## src/rtl/motor_speed_ctrl_if.sv

```systemverilog
// Interface between the host/motor side and motor_speed_ctrl.
//   motor_enable  run request (level)
//   zero_flag     one-cycle pulse per revolution
//   duty          PWM duty command
//   motor_speed   last measured (or averaged) revolution period, clk cycles
//   speed_locked  speed held in band for the required number of revolutions
//   stall_fault   sticky stall indication
//   ctrl_state    encoded controller state
// Modport slave is the controller side, master is the driving side.
interface motor_speed_ctrl_if #(
   parameter int PERIOD_W = 32,
   parameter int DUTY_W   = 10
);
   logic                motor_enable;
   logic                zero_flag;
   logic [DUTY_W-1:0]   duty;
   logic [PERIOD_W-1:0] motor_speed;
   logic                speed_locked;
   logic                stall_fault;
   logic [2:0]          ctrl_state;

   modport slave (
      input  motor_enable, zero_flag,
      output duty, motor_speed, speed_locked, stall_fault, ctrl_state
   );

   modport master (
      output motor_enable, zero_flag,
      input  duty, motor_speed, speed_locked, stall_fault, ctrl_state
   );
endinterface

```

## src/rtl/motor_speed_ctrl.sv

```systemverilog
// Closed-loop spin-up and speed regulator for the scanner motor.
// Measures the clk-cycle period between zero pulses, steps the PWM duty
// towards TARGET_PERIOD, and reports lock and stall status.
//
// Ports:
//   clk  system clock
//   rst  asynchronous active-high reset
//   bus  motor_speed_ctrl_if.slave (motor_enable, zero_flag in;
//        duty, motor_speed, speed_locked, stall_fault, ctrl_state out)
//
// Optional build macro SPEED_FILTER_EN: regulation and lock act on a 4-tap
// moving average of the period (one extra cycle of latency) and motor_speed
// reports that average. Without it the raw period is used.
//
// state     | meaning
// ----------+------------------------------------------------------------
// IDLE   0  | motor off, duty 0, period counter held at 0
// SPINUP 1  | duty = DUTY_START, first pulse arms, second latches period
// REGULATE 2| duty stepped once per revolution towards the target band
// LOCKED 3  | as REGULATE, speed in band for LOCK_REVS revolutions
// FAULT  4  | stall timeout hit, duty 0, held until motor_enable drops
module motor_speed_ctrl #(
   parameter int PERIOD_W      = 32,
   parameter int DUTY_W        = 10,
   parameter int TARGET_PERIOD = 2500000,
   parameter int LOCK_TOL      = 2500,
   parameter int LOCK_REVS     = 4,
   parameter int STALL_TIMEOUT = 10000000,
   parameter int DUTY_START    = 600,
   parameter int DUTY_MIN      = 100,
   parameter int DUTY_STEP     = 1
) (
   input  logic              clk,
   input  logic              rst,
   motor_speed_ctrl_if.slave bus
);

   typedef enum logic [2:0] {
      S_IDLE     = 3'd0,
      S_SPINUP   = 3'd1,
      S_REGULATE = 3'd2,
      S_LOCKED   = 3'd3,
      S_FAULT    = 3'd4
   } state_t;

   localparam int CMP_W  = PERIOD_W + 2;
   localparam int GOOD_W = $clog2(LOCK_REVS + 1);

   localparam logic [CMP_W-1:0]    BAND_HI      = CMP_W'(TARGET_PERIOD + LOCK_TOL);
   localparam logic [CMP_W-1:0]    BAND_LO      = CMP_W'(TARGET_PERIOD - LOCK_TOL);
   localparam logic [PERIOD_W-1:0] STALL_CNT    = PERIOD_W'(STALL_TIMEOUT);
   localparam logic [DUTY_W:0]     DUTY_MAX_X   = {1'b0, {DUTY_W{1'b1}}};
   localparam logic [DUTY_W:0]     DUTY_MIN_X   = (DUTY_W+1)'(DUTY_MIN);
   localparam logic [DUTY_W:0]     DUTY_STEP_X  = (DUTY_W+1)'(DUTY_STEP);
   localparam logic [DUTY_W-1:0]   DUTY_START_V = DUTY_W'(DUTY_START);

   state_t              state_q, state_d;
   logic [PERIOD_W-1:0] cnt_q;
   logic                armed_q, armed_d;
   logic [GOOD_W-1:0]   good_q, good_d;
   logic [DUTY_W-1:0]   duty_q, duty_d;
   logic                locked_q, locked_d;
   logic                fault_q, fault_d;
   logic [PERIOD_W-1:0] speed_q, speed_d;

   logic [PERIOD_W-1:0] period_p;
   logic                in_reg;
   logic                stall_hit;
   logic                meas_valid;
   logic [PERIOD_W-1:0] meas_p;
   logic [CMP_W-1:0]    meas_x;
   logic                too_slow, too_fast;
   logic [DUTY_W:0]     duty_x, duty_sum;
   logic [DUTY_W-1:0]   duty_up, duty_dn;
   logic                lock_reached;

   assign period_p  = cnt_q + PERIOD_W'(1);
   assign in_reg    = (state_q == S_REGULATE) || (state_q == S_LOCKED);
   // A pulse in the same cycle as the timeout takes priority over the fault.
   assign stall_hit = (cnt_q == STALL_CNT) && !bus.zero_flag;

`ifdef SPEED_FILTER_EN
   logic [PERIOD_W-1:0] win_q [4];
   logic                eval_q;
   logic [CMP_W-1:0]    win_sum;

   assign win_sum    = CMP_W'(win_q[0]) + CMP_W'(win_q[1]) +
                       CMP_W'(win_q[2]) + CMP_W'(win_q[3]);
   // Decision is taken the cycle after the pulse, once the window holds it.
   assign meas_valid = eval_q && in_reg;
   assign meas_p     = PERIOD_W'(win_sum >> 2);

   always_ff @(posedge clk or posedge rst) begin
      if (rst) begin
         for (int i = 0; i < 4; i++) win_q[i] <= '0;
         eval_q <= 1'b0;
      end else begin
         eval_q <= bus.zero_flag && in_reg;
         if (bus.zero_flag && (state_q == S_SPINUP) && armed_q) begin
            for (int i = 0; i < 4; i++) win_q[i] <= period_p;
         end else if (bus.zero_flag && in_reg) begin
            win_q[0] <= period_p;
            win_q[1] <= win_q[0];
            win_q[2] <= win_q[1];
            win_q[3] <= win_q[2];
         end
      end
   end
`else
   assign meas_valid = bus.zero_flag && in_reg;
   assign meas_p     = period_p;
`endif

   assign meas_x   = CMP_W'(meas_p);
   assign too_slow = meas_x > BAND_HI;
   assign too_fast = meas_x < BAND_LO;

   assign duty_x   = {1'b0, duty_q};
   assign duty_sum = duty_x + DUTY_STEP_X;
   assign duty_up  = (duty_sum > DUTY_MAX_X) ? {DUTY_W{1'b1}} : duty_sum[DUTY_W-1:0];
   assign duty_dn  = (duty_x < DUTY_MIN_X + DUTY_STEP_X) ? DUTY_MIN_X[DUTY_W-1:0]
                                                          : duty_q - DUTY_STEP_X[DUTY_W-1:0];

   assign lock_reached = (int'(good_q) + 1) >= LOCK_REVS;

   always_ff @(posedge clk or posedge rst) begin
      if (rst) state_q <= S_IDLE;
      else     state_q <= state_d;
   end

   always_comb begin
      state_d  = state_q;
      armed_d  = armed_q;
      good_d   = good_q;
      duty_d   = duty_q;
      locked_d = locked_q;
      fault_d  = fault_q;
      speed_d  = speed_q;

      if (!bus.motor_enable) begin
         state_d  = S_IDLE;
         armed_d  = 1'b0;
         good_d   = '0;
         duty_d   = '0;
         locked_d = 1'b0;
         fault_d  = 1'b0;
      end else begin
         case (state_q)
            S_IDLE: begin
               state_d = S_SPINUP;
               duty_d  = DUTY_START_V;
               armed_d = 1'b0;
               good_d  = '0;
            end
            S_SPINUP: begin
               if (bus.zero_flag) begin
                  if (armed_q) begin
                     state_d = S_REGULATE;
                     speed_d = period_p;
                  end else begin
                     armed_d = 1'b1;
                  end
               end
            end
            S_REGULATE, S_LOCKED: begin
               if (meas_valid) begin
                  speed_d = meas_p;
                  if (too_slow)      duty_d = duty_up;
                  else if (too_fast) duty_d = duty_dn;
                  if (too_slow || too_fast) begin
                     good_d   = '0;
                     locked_d = 1'b0;
                     state_d  = S_REGULATE;
                  end else begin
                     if (int'(good_q) < LOCK_REVS) good_d = good_q + GOOD_W'(1);
                     if ((state_q == S_REGULATE) && lock_reached) begin
                        state_d  = S_LOCKED;
                        locked_d = 1'b1;
                     end
                  end
               end
            end
            S_FAULT: begin
               duty_d   = '0;
               locked_d = 1'b0;
               fault_d  = 1'b1;
            end
            default: state_d = S_IDLE;
         endcase

         if ((state_q == S_SPINUP || in_reg) && stall_hit) begin
            state_d  = S_FAULT;
            duty_d   = '0;
            locked_d = 1'b0;
            fault_d  = 1'b1;
            good_d   = '0;
         end
      end
   end

   always_ff @(posedge clk or posedge rst) begin
      if (rst) begin
         cnt_q    <= '0;
         armed_q  <= 1'b0;
         good_q   <= '0;
         duty_q   <= '0;
         locked_q <= 1'b0;
         fault_q  <= 1'b0;
         speed_q  <= '0;
      end else begin
         if ((state_q == S_IDLE) || bus.zero_flag) cnt_q <= '0;
         else if (cnt_q < STALL_CNT)               cnt_q <= cnt_q + PERIOD_W'(1);
         armed_q  <= armed_d;
         good_q   <= good_d;
         duty_q   <= duty_d;
         locked_q <= locked_d;
         fault_q  <= fault_d;
         speed_q  <= speed_d;
      end
   end

   assign bus.duty         = duty_q;
   assign bus.motor_speed  = speed_q;
   assign bus.speed_locked = locked_q;
   assign bus.stall_fault  = fault_q;
   assign bus.ctrl_state   = state_q;

endmodule
```

## src/flat_wrapper.sv

```systemverilog
// flat-port wrapper written by rule: the top's interface ports become plain ports
module motor_speed_ctrl_flat 
#(
   parameter int PERIOD_W      = 32,
   parameter int DUTY_W        = 10,
   parameter int TARGET_PERIOD = 2500000,
   parameter int LOCK_TOL      = 2500,
   parameter int LOCK_REVS     = 4,
   parameter int STALL_TIMEOUT = 10000000,
   parameter int DUTY_START    = 600,
   parameter int DUTY_MIN      = 100,
   parameter int DUTY_STEP     = 1
)
  (clk, rst, bus_motor_enable, bus_zero_flag, bus_duty, bus_motor_speed, bus_speed_locked, bus_stall_fault, bus_ctrl_state);
  motor_speed_ctrl_if #(.PERIOD_W(PERIOD_W), .DUTY_W(DUTY_W)) bus_i ();
  input  logic clk;
  input  logic rst;
  input wire logic [$bits(bus_i.motor_enable)-1:0] bus_motor_enable;
  input wire logic [$bits(bus_i.zero_flag)-1:0] bus_zero_flag;
  output wire logic [$bits(bus_i.duty)-1:0] bus_duty;
  output wire logic [$bits(bus_i.motor_speed)-1:0] bus_motor_speed;
  output wire logic [$bits(bus_i.speed_locked)-1:0] bus_speed_locked;
  output wire logic [$bits(bus_i.stall_fault)-1:0] bus_stall_fault;
  output wire logic [$bits(bus_i.ctrl_state)-1:0] bus_ctrl_state;
  assign bus_i.motor_enable = bus_motor_enable;
  assign bus_i.zero_flag = bus_zero_flag;
  assign bus_duty = bus_i.duty;
  assign bus_motor_speed = bus_i.motor_speed;
  assign bus_speed_locked = bus_i.speed_locked;
  assign bus_stall_fault = bus_i.stall_fault;
  assign bus_ctrl_state = bus_i.ctrl_state;
  motor_speed_ctrl #(.PERIOD_W(PERIOD_W), .DUTY_W(DUTY_W), .TARGET_PERIOD(TARGET_PERIOD), .LOCK_TOL(LOCK_TOL), .LOCK_REVS(LOCK_REVS), .STALL_TIMEOUT(STALL_TIMEOUT), .DUTY_START(DUTY_START), .DUTY_MIN(DUTY_MIN), .DUTY_STEP(DUTY_STEP)) u_core (.clk(clk), .rst(rst), .bus(bus_i));
endmodule
```

## config.mk

```make
export PLATFORM = sky130hd
export DESIGN_NAME = motor_speed_ctrl_flat
export DESIGN_NICKNAME = d
export VERILOG_FILES = /design/src/rtl/motor_speed_ctrl_if.sv /design/src/rtl/motor_speed_ctrl.sv /design/src/flat_wrapper.sv
export SDC_FILE = /design/constraint.sdc
export NUM_CORES = 1
export LEC_CHECK = 0
export BUFFER_PORTS_ARGS = -buffer_cell sky130_fd_sc_hd__buf_4
export CELL_PAD_IN_SITES_DETAIL_PLACEMENT = 0
export CELL_PAD_IN_SITES_GLOBAL_PLACEMENT = 1
export CORE_MARGIN = 2
export CORE_UTILIZATION = 29
export DETAILED_ROUTE_END_ITERATION = 16
export PLACE_DENSITY = 0.6
export SETUP_SLACK_MARGIN = 0.1
export SLEW_MARGIN = 5
export SYNTH_ARGS = -nofsm -noshare
export SYNTH_HDL_FRONTEND = slang
export SYNTH_SLANG_ARGS = --single-unit
```

## constraint.sdc

```tcl
create_clock -name clk -period 7.39 [get_ports clk]
set_input_delay 2.217 -clock clk [delete_from_list [all_inputs] [get_ports clk]]
set_output_delay 2.217 -clock clk [all_outputs]
set_load 0.1 [all_outputs]
```

Word level (Yosys, flattened, before mapping)
Cells that the tools add are included.
{"block": "totals", "regBits": 83, "input_bits": 4, "output_inout_bits": 47, "elab_cells": 100}
{"block": "op_classes", "add_sub_neg": 5, "magnitude_cmp": 7, "n_eq_ne": 21, "n_mux": 40, "n_reduce_logical": 19}
{"cell": "$mux W32", "n": 5}
{"cell": "$mux W10", "n": 7}
{"cell": "$pmux W32 S2", "n": 1}
{"cell": "$mux W3", "n": 12}
{"cell": "$add A32 B1 Y32 const B", "n": 1}
{"cell": "$eq A32 B24 Y1 const B", "n": 1}
{"cell": "$ge A32 B4 Y1 const B", "n": 1}
{"cell": "$gt A32 B22 Y1 const B", "n": 1}
{"cell": "$lt A32 B22 Y1 const B", "n": 1}
{"cell": "$lt A32 B24 Y1 const B", "n": 1}
{"cell": "$pmux W10 S3", "n": 1}
{"cell": "$ne A5 B2 Y1 const B", "n": 3}
{"cell": "$pmux W3 S4", "n": 1}
{"cell": "$add A10 B1 Y11 const B", "n": 1}
{"cell": "$gt A11 B10 Y1 const B", "n": 1}
{"cell": "$lt A10 B7 Y1 const B", "n": 1}
{"cell": "$mux W1", "n": 10}
{"cell": "$reduce_and A5 Y1", "n": 2}
{"cell": "$sub A10 B1 Y10 const B", "n": 1}
{"cell": "$reduce_and A3 Y1", "n": 3}
{"cell": "$ne A4 B1 Y1 const B", "n": 2}
{"cell": "$eq A3 B2 Y1 const B", "n": 2}
{"cell": "$ne A3 B1 Y1 const B", "n": 2}
{"cell": "$pmux W3 S2", "n": 1}
{"cell": "21 further kinds", "n": 30}

Logic depth before layout (Yosys ltp)
{"block": "depth", "ltp_word": 9, "ltp_mapped": 14, "ltp_nobuf": 11}

Worst setup path after synthesis
OpenSTA, ideal clock, no wires.
{"block": "synth_path", "path_type": "input to register", "startpoint": "input bus_zero_flag", "endpoint": "register u_core.duty_q[1], in the netlist u_core.bus.duty[1]", "setup_time_ns": 0.076, "arrival_ns": 4.395, "required_ns": 7.314, "slack_ns": 2.919, "path_stages": 10, "n_path_buf": 2, "path_cell_list": "clkbuf_1 nor2_1 nand4_1 nor4_1 or2_0 clkbuf_1 nor2_1 o31a_1 or4_4 o21ai_2"}
{"block": "synth_between", "elab_chain_len": 5, "word_cells_on_any_way": 10, "classes_between": "3 x eq/ne; 2 x mux; 5 x reduce/logical"}
{"item": "from (decl)", "line": "flat_wrapper.sv:19", "rtl": "input wire logic [$bits(bus_i.zero_flag)-1:0] bus_zero_flag;"}
{"item": "$logic_not A1 Y1", "line": "motor_speed_ctrl.sv:80", "rtl": "assign stall_hit = (cnt_q == STALL_CNT) && !bus.zero_flag;"}
{"item": "$logic_and A1 B1 Y1", "line": "motor_speed_ctrl.sv:80"}
{"item": "$logic_and A1 B1 Y1", "line": "motor_speed_ctrl.sv:191", "rtl": "if ((state_q == S_SPINUP || in_reg) && stall_hit) begin"}
{"item": "$ne A5 B2 Y1 (no line), or another cell as far along"}
{"item": "$reduce_and A3 Y1 (no line) or $mux W10 (tied branches)"}
{"item": "to (signal assigned)", "line": "motor_speed_ctrl.sv:215", "rtl": "duty_q <= duty_d;"}
{"item": "to (decl)", "line": "motor_speed_ctrl.sv:61", "rtl": "logic [DUTY_W-1:0] duty_q, duty_d;"}
Parallel ways exist; a longest one is shown, timed or not.
A chain may end at the register's enable or synchronous reset.

Worst setup path after layout
{"block": "layout_path", "startpoint": "register u_core.cnt_q[0]", "endpoint": "register u_core.duty_q[3], in the netlist u_core.bus.duty[3]"}
{"block": "layout_between", "elab_chain_len": 7, "word_cells_on_any_way": 15, "classes_between": "1 x add/sub; 2 x order compare; 4 x eq/ne; 5 x mux; 3 x reduce/logical"}
{"item": "from (decl)", "line": "motor_speed_ctrl.sv:58", "rtl": "logic [PERIOD_W-1:0] cnt_q;"}
{"item": "from (signal assigned)", "line": "motor_speed_ctrl.sv:212", "rtl": "else if (cnt_q < STALL_CNT) cnt_q <= cnt_q + PERIOD_W'(1);"}
{"item": "$add A32 B1 Y32", "line": "motor_speed_ctrl.sv:77", "rtl": "assign period_p = cnt_q + PERIOD_W'(1);"}
{"item": "$gt A32 B22 Y1", "line": "motor_speed_ctrl.sv:115", "rtl": "assign too_slow = meas_x > BAND_HI;"}
{"item": "$mux W10", "line": "motor_speed_ctrl.sv:168", "rtl": "if (too_slow) duty_d = duty_up;"}
{"item": "$mux W10", "line": "motor_speed_ctrl.sv:166", "rtl": "if (meas_valid) begin"}
{"item": "$pmux W10 S3", "line": "motor_speed_ctrl.sv:148", "rtl": "case (state_q)"}
{"item": "$mux W10", "line": "motor_speed_ctrl.sv:191"}
{"item": "$mux W10", "line": "motor_speed_ctrl.sv:140", "rtl": "if (!bus.motor_enable) begin"}
Parallel ways exist; a longest one is shown, timed or not. The select of a mux whose other input is x is not followed.

==> out/results.tsv <==
stage	metric	value	unit
clock_tree	cts_buffers	9	
clock_tree	ctsLongestPathBuffers	2	
sta	skew	0.00998	ns
route	initialDrtViolationCount	340	
critical_path	crit_family	simple AND/OR/NAND/NOR gates	
grt	grt_pass1_wl	25400	µm
route	vias_per_cell	5.35	
finish	final_common_cell	nor2_1	
clock_tree	cts_resized	0	
critical_path	critical_path.max_stage_delay	0.75	ns
pwr	pwr-share-comb	49.1	%
route	vias	4866	
die	core_area	18600	µm²
grt	grt_pass1_vias	4626	
sta	rsz0062_at_grt	no	
die	initial_core_util	29.4	%
sta	finalHoldWorstSlack	0.498	ns
critical_path	path_buf_inv	0	
route	first_pass_iters	7	
die	fp.dieW	141	µm
placement	port_buffers	50	
finish	most-common-layout-cells	97 x nor2_1, 83 x dfrtp_1, 53 x buf_4	
grt	busiest_layer	met2	
sta	fin_crit	4.61	ns
logic_synthesis	synth_fp_nets	670	
grt	gr-usage-all-layers	16.1	%
clock_tree	cts_tree	yes	
logic_synthesis	synth.distinct_cells	71	
pwr	p_total	2220	µW
pwr	p_leak	0.00251	µW
critical_path	required	7.58	ns
critical_path	r2r_start	u_core.cnt_q[0]	
grt	use_met2	26.5	%
logic_synthesis	synth_top_cell_by_area	dfrtp_1	
pwr	p_clk_share	22.2	%
logic_synthesis	syn_avg_cell_area	8.27	µm²
pwr	power.internal	1070	µW
clock_tree	htree_levels	3	
critical_path	rr_worst_depth	11	
flow_run	maxCapViolations	0	
placement	placed_area	5930	µm²
finish	diodes	0	
worst_hold_path	min_path_cells	1	
finish	post-route-cell-area	6250	µm²
route	wl_per_cell	17.4	µm
die	chipHeight	141	µm
die	io_pins	51	
logic_synthesis	synth_edf_count	0	
sta	slew_violations	0	
critical_path	end_kind	register	
logic_synthesis	ys_seq_elements	83	
die	dieArea	19900	µm²
grt	grt_max_degree	64	
pwr	power.density	355	nW/µm²
finish	nets	680	
logic_synthesis	ys_warn_count	0	
pwr	swShare	51.8	%
clock_tree	insertion_delay	0.35	ns
worst_hold_path	min_to	u_core.bus.stall_fault	
sta	setup_viol	0	
logic_synthesis	ys_seq_area_share	38.1	%
critical_path	cp.arrival	4.80	ns
logic_synthesis	synthFlopType	dfrtp_1	
grt	grt_overflow_total	0	
sta	slew_headroom	44.5	%
pwr	ir_drop	0.000216	V
route	drcViolationCount	0	
sta	finalHoldViolCount	0	
route	wl	15800	µm
grt	gr-usage-met3	2.45	%
sta	post-route-period-util	62.4	%
critical_path	critPathMaxFanout	13	
logic_synthesis	netlist_area	5460	µm²
critical_path	worst-setup-path-type	reg -> reg	
finish	drive_above_1_share	13.3	%
logic_synthesis	async_flop_share	100	%
clock_tree	postCtsHoldBufs	0	
pwr	p_sw	1150	µW
sta	fmax	0.217	GHz
route	ant_nets	0	
worst_hold_path	min_from	u_core.bus.stall_fault	
critical_path	cp-start-kind	register	
logic_synthesis	synthTopCellsByArea	dfrtp_1 38%, nor2_1 6.7%, a21oi_1 4.7%	
critical_path	crit_slowest_cell	nor4_1	
pwr	seqPwrFrac	28.7	%
sta	tightest_slew	0.833	ns
finish	area_delta_synth_final	14.6	%
grt	antenna_found_initial	0	
worst_hold_path	hold_class	reg -> reg	
die	num_rows	50	
placement	hpwl	11200	µm
clock_tree	cts_setup_buffers	0	
placement	place.gp.congestion	0.897	
critical_path	regToRegSetupSlack	2.78	ns
clock_tree	path_clk_slew	0.06	ns
grt	grt_use_met1	21.3	%
logic_synthesis	synthCells	660	
clock_tree	cts-root-buf	clkbuf_16	
critical_path	regToRegEndpoint	u_core.bus.duty[3]	
status	status	completed	
sta	finalSetupTns	0	ns
critical_path	crit_chain	ha_1 -> nand4_1 -> nor4_1 -> nand4b_1 -> a21oi_1 -> o2111ai_1 -> or2_2 -> nor2_1 -> o21ai_0 -> a2111oi_0 -> a211oi_1	
logic_synthesis	netlist.area_leader.share	38.1	%
clock_tree	clock_sinks	83	
synthesized netlist by cell type, drive strengths merged, types with 4 or more instances:
cell	number
dfrtp	83
inv	23
o21a	7
mux2	4
and2	10
a211oi	7
nand2b	4
mux2i	5
or3	8
ha	6
buf	18
a31oi	8
nand4	18
nand2	44
nor3b	6
xnor2	27
nand3	28
or2	4
and3	7
nor4	15
a21oi	51
o31ai	6
o22ai	4
and4	4
xor2	26
o211ai	6
o21ai	26
clkbuf	36
or4	6
nor2	97
nor3	27
power groups by stage:
stage	clock, µW	combinational [µW]	sequential (µW)
after CTS	506	1100	639
after global placement	0	1090	646
after detailed placement	0	1090	647
after floorplan	0	228	1270
after global routing	524	1140	653
final	491	1090	637
cell families (layout without fill, tap and decap cells):
family | after synthesis | after routing | synth area share [%]
AO/OA/AOI/OAI | 147 | 147 | 17.7
flip-flops | 83 | 83 | 38.1
AND/OR/NAND/NOR | 285 | 285 | 26.7
adder cells (fa/ha/maj) | 6 | 6 | 1.38
multiplexers | 9 | 9 | 1.74
XOR/XNOR | 53 | 53 | 8.51
buffers and inverters | 77 | 92 | 5.89
layout make-up:
class,count,area [µm²]
flip-flops and latches,83,2080
repair buffers,53,398
multi-input cells,500,3080
clock inverters,4,73.8
inverters,23,87.6
well taps,234,293
clock buffers,12,246
fillers,1932,12300
per-stage QoR:
stage | utilization (%) | cells | worst slack, ns
floorplan | - | 660 | 2.92
global placement | 31.9 | 893 | 2.59
detailed placement | 31.9 | 893 | 2.53
CTS | 33.7 | 909 | 2.75
global route | 33.7 | 909 | 2.21
finish | 33.7 | 909 | 2.78
per-layer routing:
metal	vias to the layer above	wire length (µm)
met2	133	7540
met4	0	258
met3	14	667
met5	-	0
met1	2352	7330
li1	2367	-
sequential cells by signal, indices dropped and copies added (netlist names):
register                 cells
u_core.armed_q               1
u_core.bus.ctrl_state        3
u_core.bus.duty             10
u_core.bus.motor_speed      32
u_core.bus.speed_locked      1
u_core.bus.stall_fault       1
u_core.cnt_q                32
u_core.good_q                3
worst max path at each step:
| stage | start | endpoint | slack (ns) | depth (start not counted) |
|---|---|---|---|---|
| after floorplan | bus_zero_flag | u_core.bus.duty[1] | 2.92 | 10 |
| final | u_core.cnt_q[0] | u_core.bus.duty[3] | 2.78 | 11 |
| after CTS | u_core.cnt_q[0] | u_core.bus.duty[3] | 2.75 | 11 |
| after detailed placement | bus_zero_flag | u_core.bus.duty[0] | 2.53 | 9 |
| after global placement | bus_zero_flag | u_core.bus.duty[0] | 2.59 | 9 |
| after global routing | u_core.cnt_q[0] | u_core.bus.duty[3] | 2.21 | 11 |
Note: power is estimated with default switching activity, not from simulation.
